===== src/rtl/fifo_nibble_packer.sv =====
// Pops nibbles from an upstream FIFO and packs NIBBLES of them into one word on a valid/ready port.
// Define FIFO_NIBBLE_PACKER_PARITY_EN to add the registered out_parity output.
module fifo_nibble_packer #(
    parameter  int unsigned DATA_W  = 4,
    parameter  int unsigned NIBBLES = 2,
    localparam int unsigned OUT_W   = DATA_W * NIBBLES,
    localparam int unsigned CW      = $clog2(NIBBLES + 1)
) (
    input  logic              CLK,
    input  logic              RESET,
    input  logic              empty,
    output logic              ren,
    input  logic [DATA_W-1:0] rdata,
    input  logic              flush,
    output logic [OUT_W-1:0]  out_data,
    output logic [CW-1:0]     out_count,
    output logic              out_valid,
    input  logic              out_ready
`ifdef FIFO_NIBBLE_PACKER_PARITY_EN
    ,
    output logic              out_parity
`endif
);

    localparam int unsigned IW = $clog2(NIBBLES);

    typedef enum logic [0:0] {
        FILL = 1'b0,
        HOLD = 1'b1
    } state_t;

    state_t           state_q, state_d;
    logic [IW-1:0]    idx_q, idx_d;
    logic [OUT_W-1:0] buf_q, buf_d;
    logic [CW-1:0]    count_q, count_d;
    logic             valid_q, valid_d;
    logic             parity_q, parity_d;

    // Pop only while filling; reset gating keeps the FIFO untouched during reset.
    assign ren = ~RESET & (state_q == FILL) & ~empty;

    always_comb begin
        state_d  = state_q;
        idx_d    = idx_q;
        buf_d    = buf_q;
        count_d  = count_q;
        valid_d  = valid_q;
        parity_d = parity_q;
        case (state_q)
            FILL: begin
                for (int i = 0; i < int'(NIBBLES); i++) begin
                    if (ren && (idx_q == IW'(i))) begin
                        buf_d[i*DATA_W +: DATA_W] = rdata;
                    end
                end
                if (ren && ((idx_q == IW'(NIBBLES - 1)) || flush)) begin
                    state_d  = HOLD;
                    valid_d  = 1'b1;
                    count_d  = CW'(idx_q) + CW'(1);
                    idx_d    = '0;
                    parity_d = ^buf_d;
                end else if (ren) begin
                    idx_d = idx_q + IW'(1);
                end else if (flush && (idx_q != '0)) begin
                    // Partial word; a flush with nothing captured is dropped.
                    state_d  = HOLD;
                    valid_d  = 1'b1;
                    count_d  = CW'(idx_q);
                    idx_d    = '0;
                    parity_d = ^buf_d;
                end
            end
            HOLD: begin
                if (valid_q && out_ready) begin
                    state_d  = FILL;
                    valid_d  = 1'b0;
                    buf_d    = '0;
                    count_d  = '0;
                    parity_d = 1'b0;
                end
            end
            default: begin
                state_d = FILL;
            end
        endcase
    end

    always_ff @(posedge CLK) begin
        if (RESET) begin
            state_q  <= FILL;
            idx_q    <= '0;
            buf_q    <= '0;
            count_q  <= '0;
            valid_q  <= 1'b0;
            parity_q <= 1'b0;
        end else begin
            state_q  <= state_d;
            idx_q    <= idx_d;
            buf_q    <= buf_d;
            count_q  <= count_d;
            valid_q  <= valid_d;
            parity_q <= parity_d;
        end
    end

    assign out_data  = buf_q;
    assign out_count = count_q;
    assign out_valid = valid_q;

`ifdef FIFO_NIBBLE_PACKER_PARITY_EN
    assign out_parity = parity_q;
`else
    logic unused_parity;
    assign unused_parity = parity_q;
`endif

endmodule


===== config.mk =====
export PLATFORM = sky130hd
export DESIGN_NAME = fifo_nibble_packer
export DESIGN_NICKNAME = d
export VERILOG_FILES = /design/src/rtl/fifo_nibble_packer.sv
export SDC_FILE = /design/constraint.sdc
export NUM_CORES = 1
export LEC_CHECK = 0
export BUFFER_PORTS_ARGS = -buffer_cell sky130_fd_sc_hd__buf_2
export CAP_MARGIN = 20
export CORE_AREA = 3 3 40 42
export DETAILED_ROUTE_END_ITERATION = 6
export DIE_AREA = 0 0 43 45
export GPL_TIMING_DRIVEN = 0
export HOLD_SLACK_MARGIN = 0.12
export MAX_ROUTING_LAYER = met4
export PLACE_DENSITY_LB_ADDON = 0.25
export SLEW_MARGIN = 20
export SYNTH_ARGS = -nofsm -noshare
export SYNTH_HDL_FRONTEND = slang
export SYNTH_SLANG_ARGS = --single-unit
export TNS_END_PERCENT = 1

===== constraint.sdc =====
create_clock -name CLK -period 2.3 [get_ports CLK]
set_input_delay 0 -clock CLK [delete_from_list [all_inputs] [get_ports CLK]]
set_output_delay 0 -clock CLK [all_outputs]
set_load 0.05 [all_outputs]

## After elaboration in Yosys (flattened, before gate mapping)

Index checks and enable logic that the tools add are counted.

| operators by class | value |
|---|---|
| bitwise operators | 6 |
| add/sub/neg operators | 2 |
| multiplexer cells | 22 |
| div/mod/pow operators | 0 |
| reduce and logical (&&, ||, !) cells | 11 |
| multipliers | 0 |
| equality and inequality tests | 5 |
| magnitude comparators | 0 |
| shift operators | 0 |

Operators by type and width:

| cell | number |
|---|---|
| 8-bit case mux with 2 select lines | 1 |
| 1-bit two-way mux | 11 |
| 2-bit two-way mux | 4 |
| 4-bit two-way mux | 2 |
| 8-bit two-way mux | 1 |
| 2-bit by 1-bit != test with 1-bit output, second input constant | 3 |
| 2-bit AND reduction | 3 |
| 1-bit logical AND | 5 |
| 1-bit inverter | 4 |
| 1-bit case mux with 2 select lines | 2 |
| 2-bit case mux with 2 select lines | 1 |
| 3-bit by 1-bit != test with 1-bit output, second input constant | 1 |
| 3-bit by 2-bit != test with 1-bit output, second input constant | 1 |
| 3-bit AND reduction | 1 |
| 3-bit nonzero test | 1 |
| 1-bit by 1-bit adder with 2-bit output, second input constant | 1 |
| 1-bit bitwise AND | 2 |
| 1-bit adder, second input constant | 1 |
| 1-bit logical OR | 1 |

| word-level totals | value |
|---|---|
| memory bits (read-only) | 0 |
| input port bits | 9 |
| flip-flop bits (word level) | 13 |
| latch bits | 0 |
| word-level logic and storage cells | 52 |
| memory bits (writable) | 0 |
| memories | 0 |

## Longest topological paths before layout

| depth | value |
|---|---|
| depth in word-level cells | 6 |
| depth in mapped cells | 6 |
| mapped depth without buffers | 4 |

## Least setup slack after synthesis

Ideal clock, no wire load.

| timing | value |
|---|---|
| path type | flip-flop to flip-flop |
| start point | reg state_q |
| end point | reg count_q[0] (netlist: out_count[0]) |
| arrival time | 2.372 ns |
| period minus slack after synthesis | 2.490 ns |
| stages on the path, launching flop included | 7 |
| slack | -0.190 ns |
| path through | dfxtp_1 buf_6 buf_2 nor3_1 nor2b_1 ha_1 a32o_1 |

| on the way | value |
|---|---|
| cells in the longest elaborated chain, start to end | 6 |
| elaborated cells on any way between the ends | 10 |

Ends and longest elaborated chain:

| what | RTL line | text |
|---|---|---|
| start, declared | 32 | `state_t state_q, state_d;` |
| start signal, assigned | 97 | `state_q <= state_d;` |
| 1-bit inverter (no source line) (*) | n/a |  |
| 1-bit bitwise AND (*) (2 in series) | 40 | `assign ren = ~RESET & (state_q == FILL) & ~empty;` |
| via ren | 12 | `output logic ren,` |
| 1-bit logical AND | 56 | `if (ren && ((idx_q == IW'(NIBBLES - 1)) \|\| flush)) begin` |
| 3-bit by 1-bit != test with 1-bit output (no source line) (tied with other cells) | n/a |  |
| 3-bit AND reduction (no source line) or 2-bit case mux with 2 select lines (tied branches) | n/a |  |
| end signal, assigned | 100 | `count_q <= count_d;` |
| end, declared | 35 | `logic [CW-1:0] count_q, count_d;` |

The timed path passes the listed nets; every way through them passes the cells marked *.
A chain may end at the register's enable or synchronous reset.

## Worst setup path in the final report

| timing | value |
|---|---|
| start point | reg state_q |
| end point | reg idx_q |

| on the way | value |
|---|---|
| cells in the longest elaborated chain, start to end | 6 |
| elaborated cells on any way between the ends | 8 |

Ends and longest elaborated chain:

| what | RTL line | text |
|---|---|---|
| 1-bit inverter (no source line) (*) | n/a |  |
| 1-bit bitwise AND (2 in series) | 40 |  |
| 1-bit logical AND | 56 |  |
| 3-bit nonzero test (no source line) | n/a |  |
| 2-bit AND reduction (no source line) | n/a |  |
| end signal, assigned | 98 | `idx_q <= idx_d;` |
| end, declared | 33 | `logic [IW-1:0] idx_q, idx_d;` |

Every way passes the cells marked *; elsewhere a longest branch is shown, timed or not.

==> run metrics <==
outcome=finished, final reports clean; average wire per standard cell=12.51 µm; Avg Inst Size Synth=9.111 µm²; Diodes inserted=0; Routed WL=1.464 mm; P_leak=0.3568 nW; Inserted Clock Buffers=3; Hold WC Path Type=input pin to flip-flop; YS warnings=0; share of cells above drive strength 1=32.35%; EDFF count, synth=0; # IOs=21; unrepaired setup endpoints after global routing=no; clk slew on worst S/H paths=0.08 ns; vias in the first global route=580; Die H=45 µm; DRC Markers=0; crit path max fanout=10; drt first pass iters=4; NumNets Final=113; PD cells=584.3 nW/µm²; total global-route track usage=18.28%; Core Area=1285 µm²; Mapped Area=646.9 µm²; setup tns final=0 ns; initial core utilization=50.34%; hold buffer count at cts=8; I/O Buffers=19; CTS sink count=13; P&R area growth vs syn=34.82%; Final Non-Filler Cells=117; placed cells=105; Least-Margin Pin Slew=0.4346 ns; maxcap violations=0; H-tree Lvls=1; Final Hold Fails=0; clk_lat worst skew=0.29 ns; DIE WIDTH=43 µm; post-cts repair resize count=0; post-synthesis sequential area ratio=40.23%; Max Freq=641.5 MHz; Final Setup Violations=0; WP data arrival=1.78 ns; Detail Placement HPWL=1.051 mm; total number of vias=631; worst rel slew slack=71.03%; post-CTS setup repair buffer count=0; Worst Setup End Kind=flip-flop; type of origin of the critical path=flip-flop; row count=13; Clock Root Buffer=clkbuf_4; Syn Nets=81; CTS tree=built; initial antenna violation count=0; Cells after Synth=71; register bit total from synthesis=13; CTS Buffer Depth=2; global-route wire length before repair=2.470 mm; pin count of the biggest net entering global routing=11; final number of max-transition violations=0; RePlAce Congestion=0.7442; Netlist cell types=27; Tcrit/Tclk final=67.78%; 1st-iter DRT viols=9; Critical Path RT=2.52 ns; die area=1935 µm²; CP Class=flip-flop to flip-flop; routed vias/inst=5.393; skew final=0.003391 ns; post-layout min period=1.559 ns; Top FF cell, synth=dfxtp_1; grt ovf=0; asr flop ratio synth=0%; Final ANT Viol Nets=0; Fill cells=114; Worst VDD drop=0.3687 mV
placed cells by master (no fill, tap or decap), types with 2 or more instances in the layout:
cell type      instances
nand3_1                9
buf_2                 20
inv_1                  2
a21oi_1               10
clkbuf_4               3
a32o_1                 2
nor2b_1                5
nand2_1                9
dlygate4sd3_1          8
dfxtp_1               13
nor2_1                 2
clkbuf_1               2
per-stage QoR:
step | instance area (µm²) | worst slack, ns | power, mW | utilization [%] | hold slack [ns]
finish | 872.1 | 0.7412 | 0.5095 | 67.87 | 0.1259
global route | 872.1 | 0.6444 | 0.5322 | 67.87 | 0.1637
CTS | 872.1 | 0.7439 | 0.5111 | 67.87 | 0.1326
detailed placement | 765.7 | 0.7553 | 0.3540 | 59.59 | 0.2454
global placement | 765.7 | 0.7798 | 0.3516 | 59.59 | 0.2383
floorplan | 651.9 | 0.2660 | 0.3270 | - | 0.09785
per-layer routing:
metal / track usage (%) / share of wire [%] / wire (µm) / vias to the layer above
li1: - / - / - / 316
met1: 19.56 / 45 / 665 / 296
met2: 28.74 / 48 / 698 / 15
met3: 3.586 / 3.4 / 50 / 4
met4: 16.27 / 3.4 / 50 / 0
met5: - / 0 / 0 / -
power by group:
part           internal (mW)  total [mW]  switching [mW]  leakage [nW]
Sequential             0.234       0.241         0.00662         0.106
Combinational         0.0466       0.119          0.0720         0.236
Clock                 0.0675       0.150          0.0827        0.0150
cells by family (layout without fill, tap and decap cells):
group                      after synthesis  in the layout  synth area share, %
DFF                                     13             13                40.23
AOI/OAI and AO/OA                       18             18                20.70
and+or+nand+nor                         33             33                31.72
buffers and inverters                    6             37                5.415
adders and majority gates                1              1                1.934
layout make-up:
cell class / instances / area, µm² / area share, %
flip-flops and latches: 13 / 260.3 / 29.84
well taps: 15 / 18.77 / 2.152
plain buffers: 4 / 27.53 / 3.156
multi-input cells: 52 / 356.6 / 40.89
clock buffers: 4 / 26.28 / 3.013
inverters: 2 / 7.507 / 0.8608
repair buffers: 27 / 175.2 / 20.09
Yosys cell counts (all sizes together) (2+ instances only):
cell type,count,area (µm²)
nor2,2,7.510
dfxtp,13,260.3
buf,3,23.77
a21oi,10,50.05
nand2b,2,20.02
inv,2,7.510
nand3,9,45.04
nor2b,5,31.28
nand2,9,33.78
a32o,2,20.02
sequential cells by signal, indices dropped and copies added (netlist names):
| register | flops |
|---|---|
| out_valid | 1 |
| state_q | 1 |
| idx_q | 1 |
| out_data | 8 |
| out_count | 2 |
final timing paths:
| check | end | slack, ns | start | cells past startpoint |
|---|---|---|---|---|
| worst max register to register | idx_q | 0.74 | state_q | 6 |
| worst min-delay path | out_data[5] | 0.13 | empty | 4 |
| worst max-delay path | idx_q | 0.74 | state_q | 6 |
| worst min register to register | out_data[7] | 0.47 | out_data[7] | 2 |
critical path: stages (launching register included):
cell and delay (ns):
dfxtp_1 0.32, buf_6 0.13, buf_2 0.18, nor2_1 0.12
nand2_1 0.06, dlygate4sd3_1 0.55, a21oi_1 0.13
No activity file was read; power rests on OpenSTA's default activity.
